File: src/rtl/led_fade_pwm_pkg.sv
// Shared definitions for the LED fade/PWM driver: one-hot channel state
// encodings and the counter-width helpers used by the top and the channels.
package led_fade_pwm_pkg;

    // One-hot channel states
    localparam logic [3:0] ST_OFF  = 4'b0001;
    localparam logic [3:0] ST_RISE = 4'b0010;
    localparam logic [3:0] ST_ON   = 4'b0100;
    localparam logic [3:0] ST_FALL = 4'b1000;

    // Bits needed for a counter that runs 0..n-1 (at least one bit)
    function automatic int unsigned cnt_w(input int unsigned n);
        if (n <= 32'd1) begin
            return 32'd1;
        end else begin
            return $clog2(n);
        end
    endfunction

    // Bits needed to hold a duty value 0..levels inclusive
    function automatic int unsigned duty_w(input int unsigned levels);
        return cnt_w(levels + 32'd1);
    endfunction

endpackage

File: src/rtl/led_fade_pwm_ch.sv
// One LED channel: OFF/RISE/ON/FALL state machine, linear duty ramp stepped
// by the shared fade tick, and a registered PWM compare against pwm_cnt.
module led_fade_pwm_ch
    import led_fade_pwm_pkg::*;
#(
    parameter int unsigned LEVELS = 100,
    parameter int unsigned DUTY_W = duty_w(LEVELS),
    parameter int unsigned PWM_W  = cnt_w(LEVELS)
) (
    input  logic             clk,
    input  logic             rst_n,
    input  logic             tgt,
    input  logic             fade_tick,
    input  logic [PWM_W-1:0] pwm_cnt,
    output logic             pwm,
    output logic             fading
);

    localparam logic [DUTY_W-1:0] DUTY_MAX  = DUTY_W'(LEVELS);
    localparam logic [DUTY_W-1:0] DUTY_ZERO = {DUTY_W{1'b0}};
    localparam logic [DUTY_W-1:0] DUTY_ONE  = DUTY_W'(1);

    logic [3:0]        state_q, state_d;
    logic [DUTY_W-1:0] duty_q,  duty_d;
    logic              pwm_q,   pwm_d;
    logic [DUTY_W-1:0] pwm_cnt_ext_s;

    // Next state: target level decides direction, duty limits end the fade
    always_comb begin
        state_d = state_q;
        case (state_q)
            ST_OFF: begin
                if (tgt) begin
                    state_d = ST_RISE;
                end else begin
                    state_d = ST_OFF;
                end
            end
            ST_RISE: begin
                if (!tgt) begin
                    state_d = ST_FALL;
                end else if (duty_q == DUTY_MAX) begin
                    state_d = ST_ON;
                end else begin
                    state_d = ST_RISE;
                end
            end
            ST_ON: begin
                if (!tgt) begin
                    state_d = ST_FALL;
                end else begin
                    state_d = ST_ON;
                end
            end
            ST_FALL: begin
                if (tgt) begin
                    state_d = ST_RISE;
                end else if (duty_q == DUTY_ZERO) begin
                    state_d = ST_OFF;
                end else begin
                    state_d = ST_FALL;
                end
            end
            default: begin
                // Corrupted one-hot code: park the channel dark
                state_d = ST_OFF;
            end
        endcase
    end

    // Duty step: driven by the registered state only, so a same-cycle tgt
    // change never alters the step taken on this fade tick
    always_comb begin
        duty_d = duty_q;
        if (fade_tick) begin
            case (state_q)
                ST_RISE: begin
                    if (duty_q < DUTY_MAX) begin
                        duty_d = duty_q + DUTY_ONE;
                    end else begin
                        duty_d = duty_q;
                    end
                end
                ST_FALL: begin
                    if (duty_q != DUTY_ZERO) begin
                        duty_d = duty_q - DUTY_ONE;
                    end else begin
                        duty_d = duty_q;
                    end
                end
                default: begin
                    duty_d = duty_q;
                end
            endcase
        end else begin
            duty_d = duty_q;
        end
    end

    // PWM compare at full duty width so duty == LEVELS is solidly on
    always_comb begin
        pwm_cnt_ext_s = DUTY_W'(pwm_cnt);
        pwm_d         = (pwm_cnt_ext_s < duty_q);
    end

    // Channel state, duty and PWM output registers
    always_ff @(posedge clk or negedge rst_n) begin
        if (!rst_n) begin
            state_q <= ST_OFF;
            duty_q  <= DUTY_ZERO;
            pwm_q   <= 1'b0;
        end else begin
            state_q <= state_d;
            duty_q  <= duty_d;
            pwm_q   <= pwm_d;
        end
    end

    assign pwm    = pwm_q;
    assign fading = (state_q == ST_RISE) || (state_q == ST_FALL);

endmodule

File: src/rtl/led_fade_pwm.sv
// LED fade/PWM driver: shared PWM/fade timebase, four fading channels and
// a registered busy flag raised while any channel is mid-fade.
module led_fade_pwm
    import led_fade_pwm_pkg::*;
#(
    parameter int unsigned LEVELS   = 100,
    parameter int unsigned PWM_DIV  = 5,
    parameter int unsigned FADE_DIV = 50
) (
    input  logic       clk,
    input  logic       rst_n,
    input  logic [3:0] led_in,
    output logic [3:0] led_pwm,
    output logic       busy
);

    localparam int unsigned DIV_W  = cnt_w(PWM_DIV);
    localparam int unsigned PWM_W  = cnt_w(LEVELS);
    localparam int unsigned FADE_W = cnt_w(FADE_DIV);
    localparam int unsigned DUTY_W = duty_w(LEVELS);

    localparam logic [DIV_W-1:0]  DIV_LAST  = DIV_W'(PWM_DIV - 1);
    localparam logic [PWM_W-1:0]  PWM_LAST  = PWM_W'(LEVELS - 1);
    localparam logic [FADE_W-1:0] FADE_LAST = FADE_W'(FADE_DIV - 1);

    logic [DIV_W-1:0]  div_cnt_q,  div_cnt_d;
    logic [PWM_W-1:0]  pwm_cnt_q,  pwm_cnt_d;
    logic [FADE_W-1:0] fade_cnt_q, fade_cnt_d;
    logic              busy_q,     busy_d;
    logic              pwm_tick_s;
    logic              pwm_wrap_s;
    logic              fade_tick_s;
    logic [3:0]        pwm_s;
    logic [3:0]        fading_s;

    // Tick decode from the current counter values
    always_comb begin
        pwm_tick_s  = (div_cnt_q == DIV_LAST);
        pwm_wrap_s  = pwm_tick_s && (pwm_cnt_q == PWM_LAST);
        fade_tick_s = pwm_wrap_s && (fade_cnt_q == FADE_LAST);
    end

    // Next values of the prescaler, PWM phase and fade divider
    always_comb begin
        if (pwm_tick_s) begin
            div_cnt_d = {DIV_W{1'b0}};
        end else begin
            div_cnt_d = div_cnt_q + 1'b1;
        end

        if (pwm_wrap_s) begin
            pwm_cnt_d = {PWM_W{1'b0}};
        end else if (pwm_tick_s) begin
            pwm_cnt_d = pwm_cnt_q + 1'b1;
        end else begin
            pwm_cnt_d = pwm_cnt_q;
        end

        if (fade_tick_s) begin
            fade_cnt_d = {FADE_W{1'b0}};
        end else if (pwm_wrap_s) begin
            fade_cnt_d = fade_cnt_q + 1'b1;
        end else begin
            fade_cnt_d = fade_cnt_q;
        end
    end

    // Busy while any channel is rising or falling
    always_comb begin
        busy_d = |fading_s;
    end

    // Timebase and busy registers
    always_ff @(posedge clk or negedge rst_n) begin
        if (!rst_n) begin
            div_cnt_q  <= {DIV_W{1'b0}};
            pwm_cnt_q  <= {PWM_W{1'b0}};
            fade_cnt_q <= {FADE_W{1'b0}};
            busy_q     <= 1'b0;
        end else begin
            div_cnt_q  <= div_cnt_d;
            pwm_cnt_q  <= pwm_cnt_d;
            fade_cnt_q <= fade_cnt_d;
            busy_q     <= busy_d;
        end
    end

    for (genvar gi = 0; gi < 4; gi++) begin : g_ch
        led_fade_pwm_ch #(
            .LEVELS (LEVELS),
            .DUTY_W (DUTY_W),
            .PWM_W  (PWM_W)
        ) u_ch (
            .clk       (clk),
            .rst_n     (rst_n),
            .tgt       (led_in[gi]),
            .fade_tick (fade_tick_s),
            .pwm_cnt   (pwm_cnt_q),
            .pwm       (pwm_s[gi]),
            .fading    (fading_s[gi])
        );
    end

    assign led_pwm = pwm_s;
    assign busy    = busy_q;

endmodule
File: config.mk
export PLATFORM = sky130hd
export DESIGN_NAME = led_fade_pwm
export DESIGN_NICKNAME = d
export VERILOG_FILES = /design/src/rtl/led_fade_pwm_pkg.sv /design/src/rtl/led_fade_pwm_ch.sv /design/src/rtl/led_fade_pwm.sv
export SDC_FILE = /design/constraint.sdc
export NUM_CORES = 1
export LEC_CHECK = 0
export ABC_AREA = 1
export CAP_MARGIN = 10
export CORE_ASPECT_RATIO = 0.75
export CORE_UTILIZATION = 36
export CTS_BUF_LIST = sky130_fd_sc_hd__clkbuf_2 sky130_fd_sc_hd__clkbuf_4 sky130_fd_sc_hd__clkbuf_8
export DETAILED_ROUTE_END_ITERATION = 8
export GPL_ROUTABILITY_DRIVEN = 0
export PLACE_DENSITY = 0.51
export SLEW_MARGIN = 0
export SYNTH_ARGS = -nofsm -noshare
export SYNTH_HDL_FRONTEND = slang
export SYNTH_SLANG_ARGS = --single-unit
export TNS_END_PERCENT = 20
File: constraint.sdc
create_clock -name clk -period 2.4 [get_ports clk]
set_input_delay 0.24 -clock clk [delete_from_list [all_inputs] [get_ports clk]]
set_output_delay 0.24 -clock clk [all_outputs]
set_load 0.05 [all_outputs]
==> results of run 1 <==
==> sequential cells by signal (all words and copies together), names as in the netlist <==
register,count
div_cnt_q,3
busy,1
g_ch.u_ch.pwm,4
g_ch.u_ch.duty_q,28
g_ch.u_ch.state_q,16
pwm_cnt_q,7
fade_cnt_q,6
==> per-layer routing <==
metal | part of all wire [%] | vias to the layer above
li1 | - | 2106
met2 | 40 | 107
met1 | 52 | 1834
met3 | 5.8 | 16
met5 | 0 | -
met4 | 1.3 | 0
==> logic make-up (layout without fill, tap and decap cells) <==
| group | count (synthesis) | in the layout | synth area share [%] |
|---|---|---|---|
| AOI/OAI and AO/OA | 84 | 84 | 10.06 |
| adders and majority gates | 38 | 38 | 10.49 |
| DFF | 65 | 65 | 35.45 |
| xor gates and xnor gates | 12 | 12 | 2.284 |
| and+or+nand+nor | 328 | 328 | 32.49 |
| buffers and inverters | 107 | 133 | 9.217 |
==> repair_timing <==
item                                   in CTS  in global routing
hold buffers                                1                  0
endpoints found under the hold margin      61                  0
setup buffers                               0                  0
==> worst min-delay path, delay by kind of cell <==
| kind | cells | cell delay (ps) |
|---|---|---|
| buffers and inverters | 3 | 1000 |
==> cells in the final DEF, fill, tap and decap left out, drive strengths merged, types with 3 or more instances in the layout <==
cell type and count:
inv 102, clkdlybuf4s50 9, a21oi 37, a41oi 3
nand3 60, dfstp 4, nand2 162, ha 37
nor2 75, clkinv 5, buf 4, a211oi 3
dfrtp 61, nand4 13, nor3 12, xor2 5
o21ai 31, xnor2 7, clkbuf 10, o31ai 4
==> path summary, 6_finish.rpt <==
| kind | startpoint | to | slack, ps | cells past startpoint |
|---|---|---|---|---|
| min in group clk | div_cnt_q[0] | div_cnt_q[0] | 460 | 1 |
| setup reg to reg | g_ch[0].u_ch.state_q[1] | g_ch[0].u_ch.duty_q[4] | 400 | 13 |
| setup / recovery | g_ch[0].u_ch.state_q[1] | g_ch[0].u_ch.duty_q[4] | 400 | 13 |
| max in group asynchronous | rst_n | g_ch[0].u_ch.state_q[0] | 1590 | 3 |
| hold / removal | rst_n | g_ch[1].u_ch.duty_q[4] | 450 | 3 |
| hold reg to reg | div_cnt_q[0] | div_cnt_q[0] | 460 | 1 |
==> power breakdown <==
group | switching (mW) | internal, mW | leakage, nW
registers | 0.0642 | 1.21 | 0.873
clock network | 0.481 | 0.510 | 0.103
logic | 0.489 | 0.233 | 1.70
==> layout make-up <==
class / count / area, µm²
multi-input cells: 462 / 2546
well taps: 166 / 207.7
clock inverters: 6 / 65.06
fillers: 1290 / 7239
repair buffers: 14 / 127.6
clock buffers: 10 / 137.6
flip-flops and latches: 65 / 1632
inverters: 103 / 394.1
==> stage by stage <==
stage / total power, mW / std cells / hold slack, ps / utilization [%] / area, µm²
detailed placement: 2.016 / 809 / 322.0 / 39.66 / 4897
floorplan: 1.826 / 634 / -55.59 / - / 4602
global placement: 2.007 / 809 / 319.8 / 39.66 / 4897
finish: 2.983 / 826 / 448.2 / 41.38 / 5110
CTS: 3.037 / 826 / 443.7 / 41.38 / 5110
global route: 3.195 / 826 / 452.9 / 41.38 / 5110
==> flow_summary_export.csv, run 1 <==
group,metric,value,unit
clock_network,clock_insertion_delay_worst_skew,360,ps
timing,grt_setup_unrepaired,"no",
timing,maxSlewHeadroom,66.97,%
setup_path,worst_setup_path_start_kind,"register",
cells_and_area,drive_gt1_share,8.485,%
logic_synthesis,ys_async_rst_share,100.0,%
setup_path,critical_path.slowest_cell,"sky130_fd_sc_hd__dfrtp_1",
detailed_routing,drt-vias-per-instance,4.919,
cells_and_area,area_delta_synth_final,11.04,%
place,post-dp-hpwl,8121,µm
setup_path,timing_worst_setup_path_type,"register to register",
clock_network,clockRootBuffer,"sky130_fd_sc_hd__clkbuf_8",
grt,gr-usage-all-layers,18.19,%
logic_synthesis,postSynth.topFlopCell,"sky130_fd_sc_hd__dfrtp_1",
setup_path,critical-path-top-delay-family,"simple AND/OR/NAND/NOR gates",
grt,grtUsageMet2,26.32,%
die,die-area,13240,µm²
setup_path,critical_path.max_fanout,7,
grt,groute.layer.met1.usage,26.90,%
die,placementRows,35,
timing,timing.final.setup_violations,0,
detailed_routing,drt-initial-drc-count,268,
detailed_routing,overall_via_count_from_detail_route,4063,
flow_run,maxCapViolCount,0,
cells_and_area,antenna_cells,0,
grt,wire_length_of_the_first_global_routing_pass,18920,µm
timing,setup_total_negative_slack,0,ps
die,initial_core_util,37.26,%
detailed_routing,wl,10750,µm
logic_synthesis,synth.distinct_cells,39,
timing,tightestPinTransition,493.9,ps
detailed_routing,detail_route.wl_per_cell,13.02,µm
timing,finalCritPeriodShare,83.29,%
clock_network,ctsHtreeMaxLevel,3,
clock_network,cts.path.max_buffers,2,
timing,timing.final.ws_setup,401.0,ps
setup_path,critPathMostFrequentCell,"sky130_fd_sc_hd__nand2_1",
logic_synthesis,synth-edff-count,0,
logic_synthesis,synth_area_leader_cell,"sky130_fd_sc_hd__dfrtp_1",
grt,groute.layer.met3.usage,3.939,%
setup_path,worst_ep_required_time,2650,ps
power_and_ir_drop,max-vdd-ir-drop,0.2595,mV
grt,grt_remaining_overflow,0,
timing,drv_slew,0,
logic_synthesis,yosys_register_bits,65,
logic_synthesis,combined_area_of_all_synthesized_cells,4602,µm²
logic_synthesis,post_synth_most_frequent_cells,"156 x sky130_fd_sc_hd__nand2_1, 93 x sky130_fd_sc_hd__inv_1, 63 x sky130_fd_sc_hd__nor2_1",
grt,antenna_found_initial,0,
logic_synthesis,synth-seq-area-share,35.45,%
logic_synthesis,yosysWarningCount,0,
detailed_routing,first_pass_iters,4,
power_and_ir_drop,power_density,583.8,nW/µm²
timing,finalClockSkew,5.801,ps
logic_synthesis,post-synth-top-count-cell,"sky130_fd_sc_hd__nand2_1",
clock_network,tritoncts,"yes",
die,die_w,132.6,µm
cells_and_area,final_net_count,699,
logic_synthesis,synthTopCellsByArea,"sky130_fd_sc_hd__dfrtp_1 33%, sky130_fd_sc_hd__nand2_1 13%, sky130_fd_sc_hd__ha_1 10%",
clock_network,cts_num_sinks,65,
setup_path,cp_num_buf_inv,2,
setup_path,cp_cell_sequence,"nor2_2, nand2_2, nand2_1, nand2_1, inv_1, ha_1, inv_1, a21oi_1, nand2_1, nand2_1, nand2_1, nand3_1, nand2_1",
setup_path,crit_path_max_incr_delay,410,ps
grt,grt_pass1_vias,3885,
die,die_y,99.92,µm
min_path,hold_path_class,"primary input to async pin",
setup_path,worstSetupEndpointType,"register",
die,top_level_ports,11,
clock_network,cts_made_buffers,9,
die,core_region_area,12350,µm²
logic_synthesis,synthesis.area_per_instance,7.259,µm²
grt,grt_most_used_layer,"met1",
outcome,status,"finished, final reports clean",
power_and_ir_drop,power.static_leakage,2.680,nW
detailed_routing,drc,0,
setup_path,critPathArrivalTime,2250,ps
detailed_routing,drtAntennaViolNets,0,
place,place_ws,448.6,ps
timing,final.min_clock_period,1999,ps
logic_synthesis,synth.top_cell.area_share,33.17,%
timing,timing_hold_violations_final,0,
logic_synthesis,syn_inst,634,
timing,fmaxAchievable,0.5003,GHz
clock_network,cts_resized,0,
logic_synthesis,synth.net_count,678,
place,io_buffers,10,
grt,pin_count_of_the_biggest_net_entering_global_routing,34,
clock_network,cts.clk_slew.worst_paths,80,ps
Power figures use the tool's default switching activity.
==> run 2: changes to the inputs <==
Settings changed: PLACE_DENSITY 0.51 to 0.53.
Clock period 2.4 ns to 1.7 ns, I/O delays scaled along.
==> flow_summary_export.csv, run 2 (same netlist as run 1, synthesis figures left out) <==
group,metric,value,unit
power_and_ir_drop,relative_contribution_of_sequential_cells_to_total_power,39.6,%
setup_path,crit_path_max_incr_delay,550,ps
timing,setup_total_negative_slack,-1560,ps
clock_network,cts.clk_slew.worst_paths,70,ps
clock_network,tritoncts,"yes",
timing,timing_hold_violations_final,0,
setup_path,worstSetupEndpointType,"register",
timing,drv_slew,0,
detailed_routing,overall_via_count_from_detail_route,4390,
setup_path,critical_path.slowest_cell,"sky130_fd_sc_hd__dfstp_2",
timing,fmaxAchievable,0.5096,GHz
die,top_level_ports,11,
power_and_ir_drop,totalPowerFinal,4.553,mW
cells_and_area,area_delta_synth_final,32.52,%
timing,timing.final.setup_violations,16,
die,placementRows,35,
outcome,status,"finished with violations",
power_and_ir_drop,power.static_leakage,3.166,nW
outcome,failed_checks,"negative setup slack",
setup_path,worst_setup_path_start_kind,"register",
detailed_routing,wl,12030,µm
clock_network,cts_made_buffers,9,
grt,grt_pass1_vias,4337,
cells_and_area,commonest_non_fill_non_tap_cells_in_the_layout,"147 x sky130_fd_sc_hd__nand2_1, 87 x sky130_fd_sc_hd__inv_1, 78 x sky130_fd_sc_hd__buf_4",
die,core_region_area,12350,µm²
clock_network,ctsHtreeMaxLevel,3,
grt,pin_count_of_the_biggest_net_entering_global_routing,66,
setup_path,cp_cell_sequence,"inv_2, nand2_4, nor3_4, buf_6, fa_2, nand3_2, nand3_4, buf_4, buf_6, xnor2_2, o21ai_1",
timing,fin_worst_hold_slack,358.2,ps
flow_run,maxCapViolCount,0,
die,die_w,132.6,µm
power_and_ir_drop,max-vdd-ir-drop,0.5940,mV
power_and_ir_drop,power.switching_fraction,34.45,%
setup_path,critPathMostFrequentCell,"sky130_fd_sc_hd__buf_6",
power_and_ir_drop,p_comb_share,31.1,%
place,place_ws,-253.0,ps
cells_and_area,layout.cells.most_common,"sky130_fd_sc_hd__nand2_1",
setup_path,critPathArrivalTime,2200,ps
timing,grt_setup_unrepaired,"yes",
grt,wire_length_of_the_first_global_routing_pass,20360,µm
die,die_y,99.92,µm
cells_and_area,fillers,1221,
power_and_ir_drop,power_density,746.6,nW/µm²
place,io_buffers,10,
grt,grt_remaining_overflow,0,
clock_network,clock_insertion_delay_worst_skew,360,ps
power_and_ir_drop,power.share.clock,29.3,%
setup_path,worst_ep_required_time,1940,ps
timing,final.min_clock_period,1962,ps
detailed_routing,drc,0,
min_path,hold_path_class,"primary input to async pin",
cells_and_area,largest_register_ffs,28,
clock_network,cts.path.max_buffers,2,
detailed_routing,drt-initial-drc-count,254,
timing,timing.final.ws_setup,-262.4,ps
setup_path,critical_path.max_fanout,3,
die,initial_core_util,37.26,%
place,placed_cells,875,
die,die-area,13240,µm²
timing,finalClockSkew,10.07,ps
cells_and_area,antenna_cells,0,
detailed_routing,drtAntennaViolNets,0,
grt,gr-usage-all-layers,19.49,%
clock_network,clockRootBuffer,"sky130_fd_sc_hd__clkbuf_8",
cells_and_area,final_net_count,785,
timing,tightestPinTransition,494.9,ps
detailed_routing,first_pass_iters,6,
place,post-dp-hpwl,8606,µm
cells_and_area,drive_gt1_share,25.47,%
detailed_routing,drt-vias-per-instance,4.814,
power_and_ir_drop,total_switching_power,1.569,mW
setup_path,timing_worst_setup_path_type,"register to register",
grt,antenna_found_initial,0,
timing,maxSlewHeadroom,66.90,%
timing,finalCritPeriodShare,115.4,%
clock_network,cts_num_sinks,65,
cells_and_area,largest-register,"g_ch.u_ch.duty_q",
power_and_ir_drop,power_report.internal_total,2.985,mW
detailed_routing,detail_route.wl_per_cell,13.19,µm
cells_and_area,fin_cells,912,
cells_and_area,largest_registers,"g_ch.u_ch.duty_q x28, g_ch.u_ch.state_q x16, pwm_cnt_q x7",
-- run 2: through the flow --
step | cell area, µm² | utilization (%)
finish | 6098 | 49.38
global route | 6098 | 49.38
CTS | 5834 | 47.24
detailed placement | 5403 | 43.75
global placement | 5403 | 43.75
floorplan | 4602 | -
-- run 2: cell type report --
type                    count  area [µm²]  share of cell area (%)
inverters                 103       406.6                   6.668
well taps                 166       207.7                   3.406
clock inverters             2       10.01                  0.1641
flip-flops and latches     65        1632                   26.75
clock buffers              14       186.4                   3.057
multi-input cells         463        2828                   46.37
repair buffers             99       828.3                   13.58
-- run 2: power groups by stage --
stage	Clock, mW	Combinational (mW)	Sequential, mW
6_report	1.33	1.42	1.80
5_1_grt	1.45	1.58	1.82
4_1_cts	1.38	1.35	1.80
3_5_place_dp	0	1.25	1.81
3_3_place_gp	0	1.22	1.81
2_1_floorplan	0	0.735	1.84
-- run 2: critical path: cells and delay by family (launching register included) --
family	cells	cell delay [ps]
compound gates	1	80
fa+ha+maj	1	350
simple gates	4	310
buf+inv	4	430
xor+xnor	1	130
flops	1	550
-- run 2: final timing paths --
path                                         startpoint                 endpoint  slack, ps  cells past startpoint
worst min-delay path                              rst_n   g_ch[1].u_ch.duty_q[2]        360                      3
worst max-delay path            g_ch[2].u_ch.state_q[0]   g_ch[2].u_ch.duty_q[4]       -260                     11
max in group asynchronous                         rst_n  g_ch[0].u_ch.state_q[0]        970                      3
worst max register to register  g_ch[2].u_ch.state_q[0]   g_ch[2].u_ch.duty_q[4]       -260                     11
worst min register to register   g_ch[3].u_ch.duty_q[6]   g_ch[3].u_ch.duty_q[6]        500                      2
min in group clk                              led_in[2]  g_ch[2].u_ch.state_q[0]        400                      2
-- run 2: what timing repair did --
item | 4_1_cts | 5_1_grt
setup buffers | 10 | 11
gates cloned | 0 | 1
setup endpoints to repair | 26 | 36
hold endpoints to repair | 61 | 0
pin swaps | 10 | 21
resized for setup | 37 | 50
hold buffers | 1 | 0
-- run 2: per-layer routing --
layer	GRT usage, %	part of all wire [%]	vias up	routed length [µm]
li1	-	-	2279	-
met1	26.92	51	2049	6147
met2	30.93	45	52	5469
met3	4.141	2.6	10	308
met4	5.305	0.85	0	102
met5	0	0	-	0
==> run 3: changes to the inputs <==
==> constraint.sdc (replaced) <==
create_clock -name clk -period 1.7 [get_ports clk]
set_input_delay 0.425 -clock clk [delete_from_list [all_inputs] [get_ports clk]]
set_output_delay 0.425 -clock clk [all_outputs]
set_load 0.05 [all_outputs]
==> flow_summary_export.csv, run 3 (same netlist as run 1, synthesis figures left out) <==
group,metric,value,unit
outcome,status,"finished with violations",
outcome,failed_checks,"negative setup slack",
timing,finalCritPeriodShare,113.2,%
cells_and_area,largest-register,"g_ch.u_ch.duty_q",
detailed_routing,drt-initial-drc-count,228,
setup_path,crit_path_max_incr_delay,540,ps
detailed_routing,wl,11600,µm
cells_and_area,final-seq-area,1632,µm²
timing,timing_hold_violations_final,0,
place,placed_cells,884,
detailed_routing,overall_via_count_from_detail_route,4408,
grt,grt_remaining_overflow,0,
setup_path,timing_worst_setup_path_type,"register to register",
timing,maxSlewHeadroom,75.36,%
setup_path,critPathMostFrequentCell,"sky130_fd_sc_hd__buf_4",
power_and_ir_drop,total_switching_power,1.580,mW
power_and_ir_drop,max-vdd-ir-drop,0.4941,mV
timing,fmaxAchievable,0.5195,GHz
die,placementRows,35,
grt,grt_pass1_vias,4140,
place,post-dp-hpwl,8331,µm
cells_and_area,design_area,6063,µm²
grt,pin_count_of_the_biggest_net_entering_global_routing,66,
clock_network,clockRootBuffer,"sky130_fd_sc_hd__clkbuf_8",
setup_path,timing.reg2reg.worst_path_depth,10,
detailed_routing,drc,0,
timing,final.min_clock_period,1925,ps
power_and_ir_drop,relative_contribution_of_sequential_cells_to_total_power,38.0,%
cells_and_area,drive_gt1_share,25.57,%
min_path,hold_path_class,"primary input to async pin",
setup_path,worst_setup_path_start_kind,"register",
cells_and_area,commonest_non_fill_non_tap_cells_in_the_layout,"146 x sky130_fd_sc_hd__nand2_1, 90 x sky130_fd_sc_hd__buf_4, 89 x sky130_fd_sc_hd__inv_1",
clock_network,cts.clk_slew.worst_paths,70,ps
timing,grt_setup_unrepaired,"yes",
grt,gr-usage-all-layers,18.70,%
setup_path,cp_cell_sequence,"inv_2, nand2_4, nor3_4, buf_6, fa_2, buf_4, buf_4, buf_4, xnor2_1, o21ai_1",
setup_path,critical_path.slowest_cell,"sky130_fd_sc_hd__dfstp_2",
power_and_ir_drop,power.share.clock,31.2,%
grt,wire_length_of_the_first_global_routing_pass,19770,µm
die,core_region_area,12350,µm²
clock_network,cts_num_sinks,65,
die,die_w,132.6,µm
timing,tightestPinTransition,369.7,ps
setup_path,critPathArrivalTime,2170,ps
power_and_ir_drop,power.switching_fraction,33.31,%
grt,antenna_found_initial,0,
die,die_y,99.92,µm
clock_network,clock_insertion_delay_worst_skew,360,ps
detailed_routing,first_pass_iters,5,
cells_and_area,antenna_cells,0,
place,place_area,5460,µm²
clock_network,tritoncts,"yes",
timing,timing.final.setup_violations,15,
cells_and_area,largest_registers,"g_ch.u_ch.duty_q x28, g_ch.u_ch.state_q x16, pwm_cnt_q x7",
setup_path,worstSetupEndpointType,"register",
power_and_ir_drop,power_report.internal_total,3.163,mW
cells_and_area,area_delta_synth_final,31.76,%
cells_and_area,fillers,1214,
timing,timing.final.ws_setup,-225.1,ps
place,io_buffers,10,
cells_and_area,fin_cells,913,
setup_path,critical_path.reg2reg.endpoint,"g_ch[2].u_ch.duty_q[2]",
clock_network,cts_made_buffers,9,
cells_and_area,final_net_count,786,
timing,finalClockSkew,6.410,ps
die,initial_core_util,37.26,%
die,top_level_ports,11,
power_and_ir_drop,power_density,782.2,nW/µm²
cells_and_area,largest_register_ffs,28,
power_and_ir_drop,power.static_leakage,3.166,nW
flow_run,maxCapViolCount,0,
setup_path,timing.rr.start,"g_ch[2].u_ch.state_q[0]",
timing,drv_slew,0,
detailed_routing,drt-vias-per-instance,4.828,
power_and_ir_drop,p_comb_share,30.9,%
clock_network,cts.path.max_buffers,2,
die,die-area,13240,µm²
cells_and_area,layout.cells.most_common,"sky130_fd_sc_hd__nand2_1",
detailed_routing,drtAntennaViolNets,0,
setup_path,worst_ep_required_time,1940,ps
clock_network,ctsHtreeMaxLevel,3,
setup_path,r2r_setup_slack,-230,ps
setup_path,critical_path.max_fanout,4,
detailed_routing,detail_route.wl_per_cell,12.70,µm
cells_and_area,multi_input_comb_area,2814,µm²
## run 3: cell count changes in the layout (fill, tap and decap cells not counted), sizes merged, moves of 2 or more
cell,before,now
clkbuf,14,10
buf,90,96
clkdlybuf4s50,7,4
bufinv,0,2
inv,101,103
## run 3: critical path, delay by kind of cell (launching register included)
family	cells	cell delay (ps)
simple gates	2	100
compound gates	1	90
buf+inv	5	580
fa+ha+maj	1	360
flops	1	540
xor+xnor	1	140
## run 3: power by group through the flow
stage	Combinational, mW	Clock (mW)	Sequential (mW)
CTS	1.36	1.53	1.79
global route	1.63	1.60	1.82
floorplan	0.735	0	1.84
global placement	1.26	0	1.81
detailed placement	1.28	0	1.81
finish	1.46	1.48	1.80
## run 3: worst max-delay path by stage
stage / end / slack, ps / cells past startpoint / from
2_1_floorplan: g_ch[2].u_ch.duty_q[6] / -160 / 12 / g_ch[2].u_ch.state_q[1]
3_3_place_gp: g_ch[2].u_ch.duty_q[6] / -190 / 12 / g_ch[2].u_ch.state_q[0]
3_5_place_dp: g_ch[2].u_ch.duty_q[6] / -240 / 12 / g_ch[2].u_ch.state_q[0]
4_1_cts: g_ch[2].u_ch.duty_q[6] / -210 / 13 / g_ch[2].u_ch.state_q[0]
5_1_grt: g_ch[2].u_ch.duty_q[5] / -310 / 13 / g_ch[2].u_ch.state_q[0]
6_report: g_ch[2].u_ch.duty_q[2] / -230 / 10 / g_ch[2].u_ch.state_q[0]
## run 3: timing repair
action | 4_1_cts | 5_1_grt
pin swaps | 12 | 27
setup buffers | 2 | 10
cloned | 1 | 0
gates resized for setup | 25 | 45
hold buffers | 0 | 0
setup endpoints to repair | 19 | 34
## run 3: layout make-up
type	instances	share of cell area (%)
multi-input combinational	463	46.41
sequential	65	26.91
timing repair buffer	100	13.10
inverter	103	6.624
tap	166	3.425
clock buffer	10	2.167
clock inverter	6	1.362
## run 3: through the flow
step	worst slack, ps	util, %	hold slack, ps	TNS, ps	total power, mW
6_report	-225.1	49.10	85.92	-1049	4.743
5_1_grt	-311.3	49.10	117.7	-3929	5.047
4_1_cts	-213.2	47.00	97.36	-1343	4.681
3_5_place_dp	-235.5	44.21	483.3	-1082	3.087
3_3_place_gp	-186.7	44.21	477.6	-617.2	3.069
2_1_floorplan	-164.1	-	129.4	-325.6	2.578
## run 3: metal layers
layer / wire length [µm] / global-route usage [%] / vias to the layer above / part of all wire, %
met3: 364 / 3.182 / 12 / 3.1
met2: 5007 / 28.18 / 60 / 43
met1: 6096 / 27.28 / 2052 / 53
met5: 0 / 0 / - / 0
met4: 129 / 5.747 / 0 / 1.1
li1: - / - / 2284 / -
